===== config.mk =====
export PLATFORM = sky130hd
export DESIGN_NAME = sine_channel_scheduler
export DESIGN_NICKNAME = d
export VERILOG_FILES = /design/src/rtl/sine_channel_scheduler.sv
export SDC_FILE = /design/constraint.sdc
export NUM_CORES = 1
export LEC_CHECK = 0
export CORE_UTILIZATION = 40
export DETAILED_ROUTE_END_ITERATION = 8
export PLACE_DENSITY = 0.59
export SLEW_MARGIN = 10
export SYNTH_ARGS = -nofsm -noshare
export SYNTH_HDL_FRONTEND = slang
export SYNTH_SLANG_ARGS = --single-unit
export TNS_END_PERCENT = 30

===== constraint.sdc =====
create_clock -name sys_clk_i -period 1.86 [get_ports sys_clk_i]
set_clock_uncertainty 0.15 [all_clocks]
set_input_delay 0.372 -clock sys_clk_i [delete_from_list [all_inputs] [get_ports sys_clk_i]]
set_output_delay 0.372 -clock sys_clk_i [all_outputs]
set_load 0.1 [all_outputs]

===== src/rtl/sine_channel_scheduler.sv =====
// Two-channel sine sample-rate scheduler: per-channel divider, prescaler and mirrored LUT index,
// with an IDLE/RUN/DRAIN FSM that always lets a stopped waveform finish at index 0.
module sine_channel_scheduler #(
   parameter int unsigned DIV_WIDTH = 16,
   parameter int unsigned IDX_WIDTH = 8
) (
   input  logic                 sys_clk_i,
   input  logic                 sys_rst_i,
   input  logic                 cfg_valid_i,
   output logic                 cfg_ready_o,
   input  logic                 cfg_ch_i,
   input  logic [DIV_WIDTH-1:0] cfg_div_i,
   input  logic [1:0]           start_i,
   input  logic [1:0]           stop_i,
   output logic                 sw_clk_1_o,
   output logic                 sw_clk_2_o,
   output logic                 sw_en_1_o,
   output logic                 sw_en_2_o,
   output logic [IDX_WIDTH-1:0] idx_1_o,
   output logic [IDX_WIDTH-1:0] idx_2_o,
   output logic [1:0]           busy_o,
   output logic [1:0]           cycle_done_o
);

   localparam logic [1:0] S_IDLE  = 2'd0;
   localparam logic [1:0] S_RUN   = 2'd1;
   localparam logic [1:0] S_DRAIN = 2'd2;

   logic [1:0]           r_state [2];
   logic [DIV_WIDTH-1:0] r_div   [2];
   logic [DIV_WIDTH-1:0] r_presc [2];
   logic [IDX_WIDTH-1:0] r_idx   [2];
   logic [1:0]           r_swclk;
   logic [1:0]           r_busy;
   logic [1:0]           r_done;

   logic [1:0]           w_state_nx [2];
   logic [1:0]           w_active;
   logic [1:0]           w_tick;
   logic [1:0]           w_wrap;
   logic [1:0]           w_cfg_we;

   always_comb begin
      for (int unsigned ch = 0; ch < 2; ch++) begin
         w_active[ch]   = (r_state[ch] == S_RUN) || (r_state[ch] == S_DRAIN);
         w_tick[ch]     = w_active[ch] && (r_presc[ch] == r_div[ch]);
         w_wrap[ch]     = r_swclk[ch] && (r_idx[ch] == '1);
         w_cfg_we[ch]   = cfg_valid_i && (cfg_ch_i == ch[0]) && (r_state[ch] == S_IDLE);
         w_state_nx[ch] = r_state[ch];
         case (r_state[ch])
            S_IDLE:  if (start_i[ch] && !stop_i[ch]) w_state_nx[ch] = S_RUN;
            S_RUN:   if (stop_i[ch]) w_state_nx[ch] = S_DRAIN;
            // a fresh start cancels the pending stop even on the wrap edge
            S_DRAIN: begin
               if (start_i[ch] && !stop_i[ch]) w_state_nx[ch] = S_RUN;
               else if (w_wrap[ch])            w_state_nx[ch] = S_IDLE;
            end
            default: w_state_nx[ch] = S_IDLE;
         endcase
      end
   end

   assign cfg_ready_o = (r_state[cfg_ch_i] == S_IDLE);

   always_ff @(posedge sys_clk_i or negedge sys_rst_i) begin
      if (!sys_rst_i) begin
         for (int unsigned ch = 0; ch < 2; ch++) begin
            r_state[ch] <= S_IDLE;
            r_div[ch]   <= '0;
            r_presc[ch] <= '0;
            r_idx[ch]   <= '0;
         end
         r_swclk <= '0;
         r_busy  <= '0;
         r_done  <= '0;
      end else begin
         for (int unsigned ch = 0; ch < 2; ch++) begin
            r_state[ch] <= w_state_nx[ch];
            if (w_cfg_we[ch]) r_div[ch] <= cfg_div_i;
            // the tick that would coincide with the drain-complete edge is dropped
            if (!w_active[ch] || (w_state_nx[ch] == S_IDLE) || w_tick[ch]) r_presc[ch] <= '0;
            else                                                            r_presc[ch] <= r_presc[ch] + DIV_WIDTH'(1);
            r_swclk[ch] <= w_tick[ch] && (w_state_nx[ch] != S_IDLE);
            if (r_swclk[ch]) r_idx[ch] <= r_idx[ch] + IDX_WIDTH'(1);
            r_done[ch]  <= w_wrap[ch];
            r_busy[ch]  <= w_active[ch];
         end
      end
   end

   assign sw_clk_1_o   = r_swclk[0];
   assign sw_clk_2_o   = r_swclk[1];
   assign sw_en_1_o    = r_busy[0];
   assign sw_en_2_o    = r_busy[1];
   assign idx_1_o      = r_idx[0];
   assign idx_2_o      = r_idx[1];
   assign busy_o       = r_busy;
   assign cycle_done_o = r_done;

endmodule


* Yosys cells after proc, flatten, opt, wreduce, memory -nomap -nowiden
Index checks and enable logic that the tools add are counted.
** Cells by class
- Order comparisons :: 1
- Mux-type cells :: 15
- Reduce and logical (&&, ||, !) cells :: 29
- Equality and inequality tests :: 8
- Bitwise operators :: 2
- $add $sub $neg :: 4
** Operator list (number)
- $add A16 B1 Y16 const B :: 2
- $eq A16 B16 Y1 :: 2
- $mux W16 :: 2
- $mux W2 :: 11
- $add A8 B1 Y8 const B :: 2
- $eq A8 B8 Y1 const B :: 2
- $logic_and A1 B1 Y1 :: 12
- $pmux W2 S3 :: 2
- $logic_not A2 Y1 :: 5
- $logic_or A1 B1 Y1 :: 6
- $eq A2 B1 Y1 const B :: 2
- $eq A2 B2 Y1 const B :: 2
- $logic_not A1 Y1 :: 4
- $reduce_bool A2 Y1 :: 2
- $ge A2 B2 Y1 const B :: 1
- $not A1 Y2 :: 1
- $not A1 Y1 :: 1
** Word-level totals
- Register bits :: 90
- Logic and storage cells :: 70
- Output and inout port bits :: 25
- Bits of input ports :: 24

* Depth between registers and ports, before layout
- Word-level depth :: 9
- Depth in mapped cells :: 8
- Gate-level depth less buffers :: 7

* Least setup slack after synthesis
No wires, ideal clock.
- Kind :: flip-flop to flip-flop
- From :: register r_idx (netlist bit idx_1_o[0])
- To :: register r_presc[25] (netlist bit)
- Clock period less this slack :: 2587 ps
- Buffers on the path :: 1
- Path slack :: -727 ps
- Cell stages (with the launch flop) :: 8
- Setup time :: 119 ps
- Data arrival time :: 2318 ps
- Data required time :: 1591 ps
- Cell sequence :: dfrtp_1 > ha_1 > nand4_4 > o211ai_1 > a31oi_1 > o221ai_2 > buf_6 > nor2_1
** RTL lines
- start: declaration :: line 32 : logic [IDX_WIDTH-1:0] r_idx [2];
- start signal: indexed assignment :: line 84 : if (r_swclk[ch]) r_idx[ch] <= r_idx[ch] + IDX_WIDTH'(1);
- end signal: indexed assignment :: line 82 : else r_presc[ch] <= r_presc[ch] + DIV_WIDTH'(1);
- end: declaration :: line 31 : logic [DIV_WIDTH-1:0] r_presc [2];

* Worst setup path in the final report
- From :: register r_state[2] (netlist bit)
- To :: output port cfg_ready_o
** Between the ends
- Cells in the longest elaborated chain, start to end :: 4
** Ends and longest elaborated chain
- start: declaration :: line 29 : logic [1:0] r_state [2];
- start signal: indexed assignment :: line 78 : r_state[ch] <= w_state_nx[ch];
- $mux W2 (implied by the code) (3 in a row) :: line 63 : assign cfg_ready_o = (r_state[cfg_ch_i] == S_IDLE);
- $logic_not A2 Y1 :: line 63
- end: declaration :: line 10 : output logic cfg_ready_o,
No other way between the ends. The select of a mux whose other input is x is not followed.

==> flow_summary_export.csv <==
group,metric,value,unit
cells_and_area,final_net_count,527,
timing,slew_viol_final,0,
grt,grt_max_degree,34,
clock_network,root_buffer,"clkbuf_8",
synthesis,netlist_area,4340,um2
cells_and_area,synthToLayoutAreaGrowth,40.0,%
synthesis,synthDistinctLibCells,36,
grt,grt_pass1_vias,3132,
setup_path,start_kind,"flop",
grt,grt_use_met1,0.236,
grt,met3_usage,0.0356,
cells_and_area,final_cell_mix,"72 x dfrtp_1, 62 x buf_4, 45 x nor2_1",
die,io_pins,49,
run_status,violations,"setup timing",
clock_network,ctsLongestPathBuffers,2,
timing,holdWs,0.325,ns
power_and_ir_drop,leakagePower,0.00259,uW
grt,grt_use_total,0.173,
die,die_h,106,um
cells_and_area,num_antenna_cells,0,
die,rows,37,
cells_and_area,layout.cells.most_common,"dfrtp_1",
setup_path,rrSetupSlack,-0.07,ns
detailed_routing,num_vias,3072,
placed_design,postPlaceCellArea,5800,um2
timing,worst-slew-pin-transition,0.387,ns
placed_design,dp_hpwl,6850,um
synthesis,syn-num-nets,408,
grt,grt_overflow,0,
detailed_routing,antenna_left,0,
grt,top_usage_layer,"met2",
die,core,10400,um2
setup_path,end_kind,"output port",
synthesis,yosys_warnings,0,
grt,antenna_found_initial,0,
clock_network,clock_sinks,90,
detailed_routing,drt-total-wl,8930,um
timing,setup_viol,23,
timing,maxSlewHeadroom,0.742,
timing,timing.final.ws_setup,-0.0695,ns
synthesis,syn_inst,372,
setup_path,cp_max_fo,4,
cells_and_area,stdcell_area,6070,um2
synthesis,ys.flop_type,"dfrtp_1",
synthesis,yosysTopAreaCellShare,0.519,
run_status,status,"complete, but fails checks",
clock_network,clk_pin_slew,0.08,ns
grt,grt_first_pass_wirelength,15100,um
detailed_routing,first_pass_iters,4,
setup_path,cp.required,1.34,ns
timing,period_needed,1.93,ns
synthesis,ys_async_sr_fraction,1.00,
detailed_routing,drc,0,
clock_network,cts_tree,"built",
die,start_util,0.416,
timing,finalHoldViolations,0,
cells_and_area,final_util,0.583,
synthesis,synth.avg_cell_area,11.7,um2
detailed_routing,drtIter0Drc,93,
synthesis,ys_top_cells_by_area,"dfrtp_1 52%, mux2_2 8.8%, xor2_1 7.9%",
power_and_ir_drop,power.density,1220,nW/um2
die,dieArea,11300,um2
worst_hold_path,min_path_type,"in2async",
synthesis,ys_seq_elements,90,
die,fp.dieW,106,um
placed_design,io_buffer_count,48,
clock_network,cts_buffers,9,
placed_design,pre_cts_ws,-0.244,ns
clock_network,htreeDepth,3,
power_and_ir_drop,vdd_drop_max,691,uV
synthesis,yosysSeqAreaShare,0.519,
setup_path,worstSetupPathType,"reg2out",
placed_design,place_congestion,0.802,
synthesis,synth_top_area_cell,"dfrtp_1",
grt,grt_use_met2,0.273,
timing,fin_crit_sh,1.04,
synthesis,synth-edff-count,0,
setup_path,arrival,1.41,ns
timing,rsz0062_at_grt,"yes",
detailed_routing,viasPerCell,4.87,
clock_network,clkLatencyLatePin,0.36,ns
run,drv_cap,0,
cells_and_area,drive_gt1_frac,0.372,
detailed_routing,avgRoutedWirePerCell,14.2,um
timing,max_freq,518,MHz
-- synth_stat cells (2+ instances only) --
library cell,instances
a21oi_1,2
inv_1,9
xor2_1,39
o21a_1,2
a21o_1,2
ha_1,12
xnor2_1,35
or2_2,3
and3_1,5
nand3_1,13
nand2_1,23
o211ai_1,2
a31oi_1,2
clkbuf_1,3
o21ai_0,2
dfrtp_1,90
nand4_1,15
buf_6,2
and4_1,2
nor2_1,47
buf_4,2
a2111oi_4,2
nor3_1,7
nor4_1,6
mux2_2,34
-- worst max-delay path: stages (launching register included) --
cell	delay, ns
dfrtp_1	0.42
buf_4	0.16
nor3_2	0.15
a31o_2	0.15
buf_12	0.17
-- power by group --
group          total [uW]  switching [uW]  internal [uW]
registers            2790             360           2430
clock network        1310             695            618
logic                3310            1690           1630
total                7420            2740           4680
-- area by class of cell --
type                       count  area [um2]
clock buffer                   9         124
clock inverter                 6        67.6
fill                         886        4350
inverter                       9        33.8
multi-input combinational    266        2080
sequential                    90        2290
tap                          136         170
timing repair buffer         115        1300
-- kinds of logic after synthesis --
logic type / after synthesis / share of synthesized area
simple gates: 127 / 0.144
compound gates: 19 / 0.0453
flops: 90 / 0.519
xor+xnor: 74 / 0.149
fa+ha+maj: 12 / 0.0346
buf+inv: 16 / 0.0190
mux: 34 / 0.0883
-- state kept, by name, summed over array words and instances (netlist names) --
signal	cells
idx_2_o	8
r_swclk	2
r_state	4
idx_1_o	8
cycle_done_o	2
busy_o	2
r_div	32
r_presc	32
-- per-layer routing --
metal | up-vias | wire, um
met5 | - | 0
met4 | 0 | 126
met3 | 11 | 329
met2 | 58 | 4210
met1 | 1493 | 4270
li1 | 1510 | -
-- per-stage QoR --
step           setup TNS (ns)  total power (uW)  instances
2_1_floorplan           -7.46              4770        372
3_3_place_gp            -5.69              5970        613
6_report                -1.01              7420        631
3_5_place_dp            -6.75              6050        613
4_1_cts                 -1.56              7450        630
5_1_grt                 -4.92              7850        631
-- final timing paths --
path,cells past startpoint,to,start
min in group sys_clk_i,1,r_div[13]$_DFFE_PN0P_,r_div[13]$_DFFE_PN0P_
worst min-delay path,2,idx_2_o[3]$_DFFE_PN0P_,sys_rst_i
worst min register to register,1,r_div[13]$_DFFE_PN0P_,r_div[13]$_DFFE_PN0P_
max in group asynchronous,3,r_div[2]$_DFFE_PN0P_,sys_rst_i
worst max-delay path,4,cfg_ready_o,r_state[2]$_DFF_PN0_
worst max register to register,7,r_presc[2]$_DFF_PN0_,idx_2_o[1]$_DFFE_PN0P_
-- timing repair --
item | 4_1_cts | 5_1_grt
pin swaps | 11 | 1
hold buffers | 1 | 0
setup endpoints to repair | 35 | 35
endpoints found under the hold margin | 25 | 0
resized for setup | 8 | 6
setup buffers | 1 | 1
Note: power is estimated with default switching activity, not from simulation.
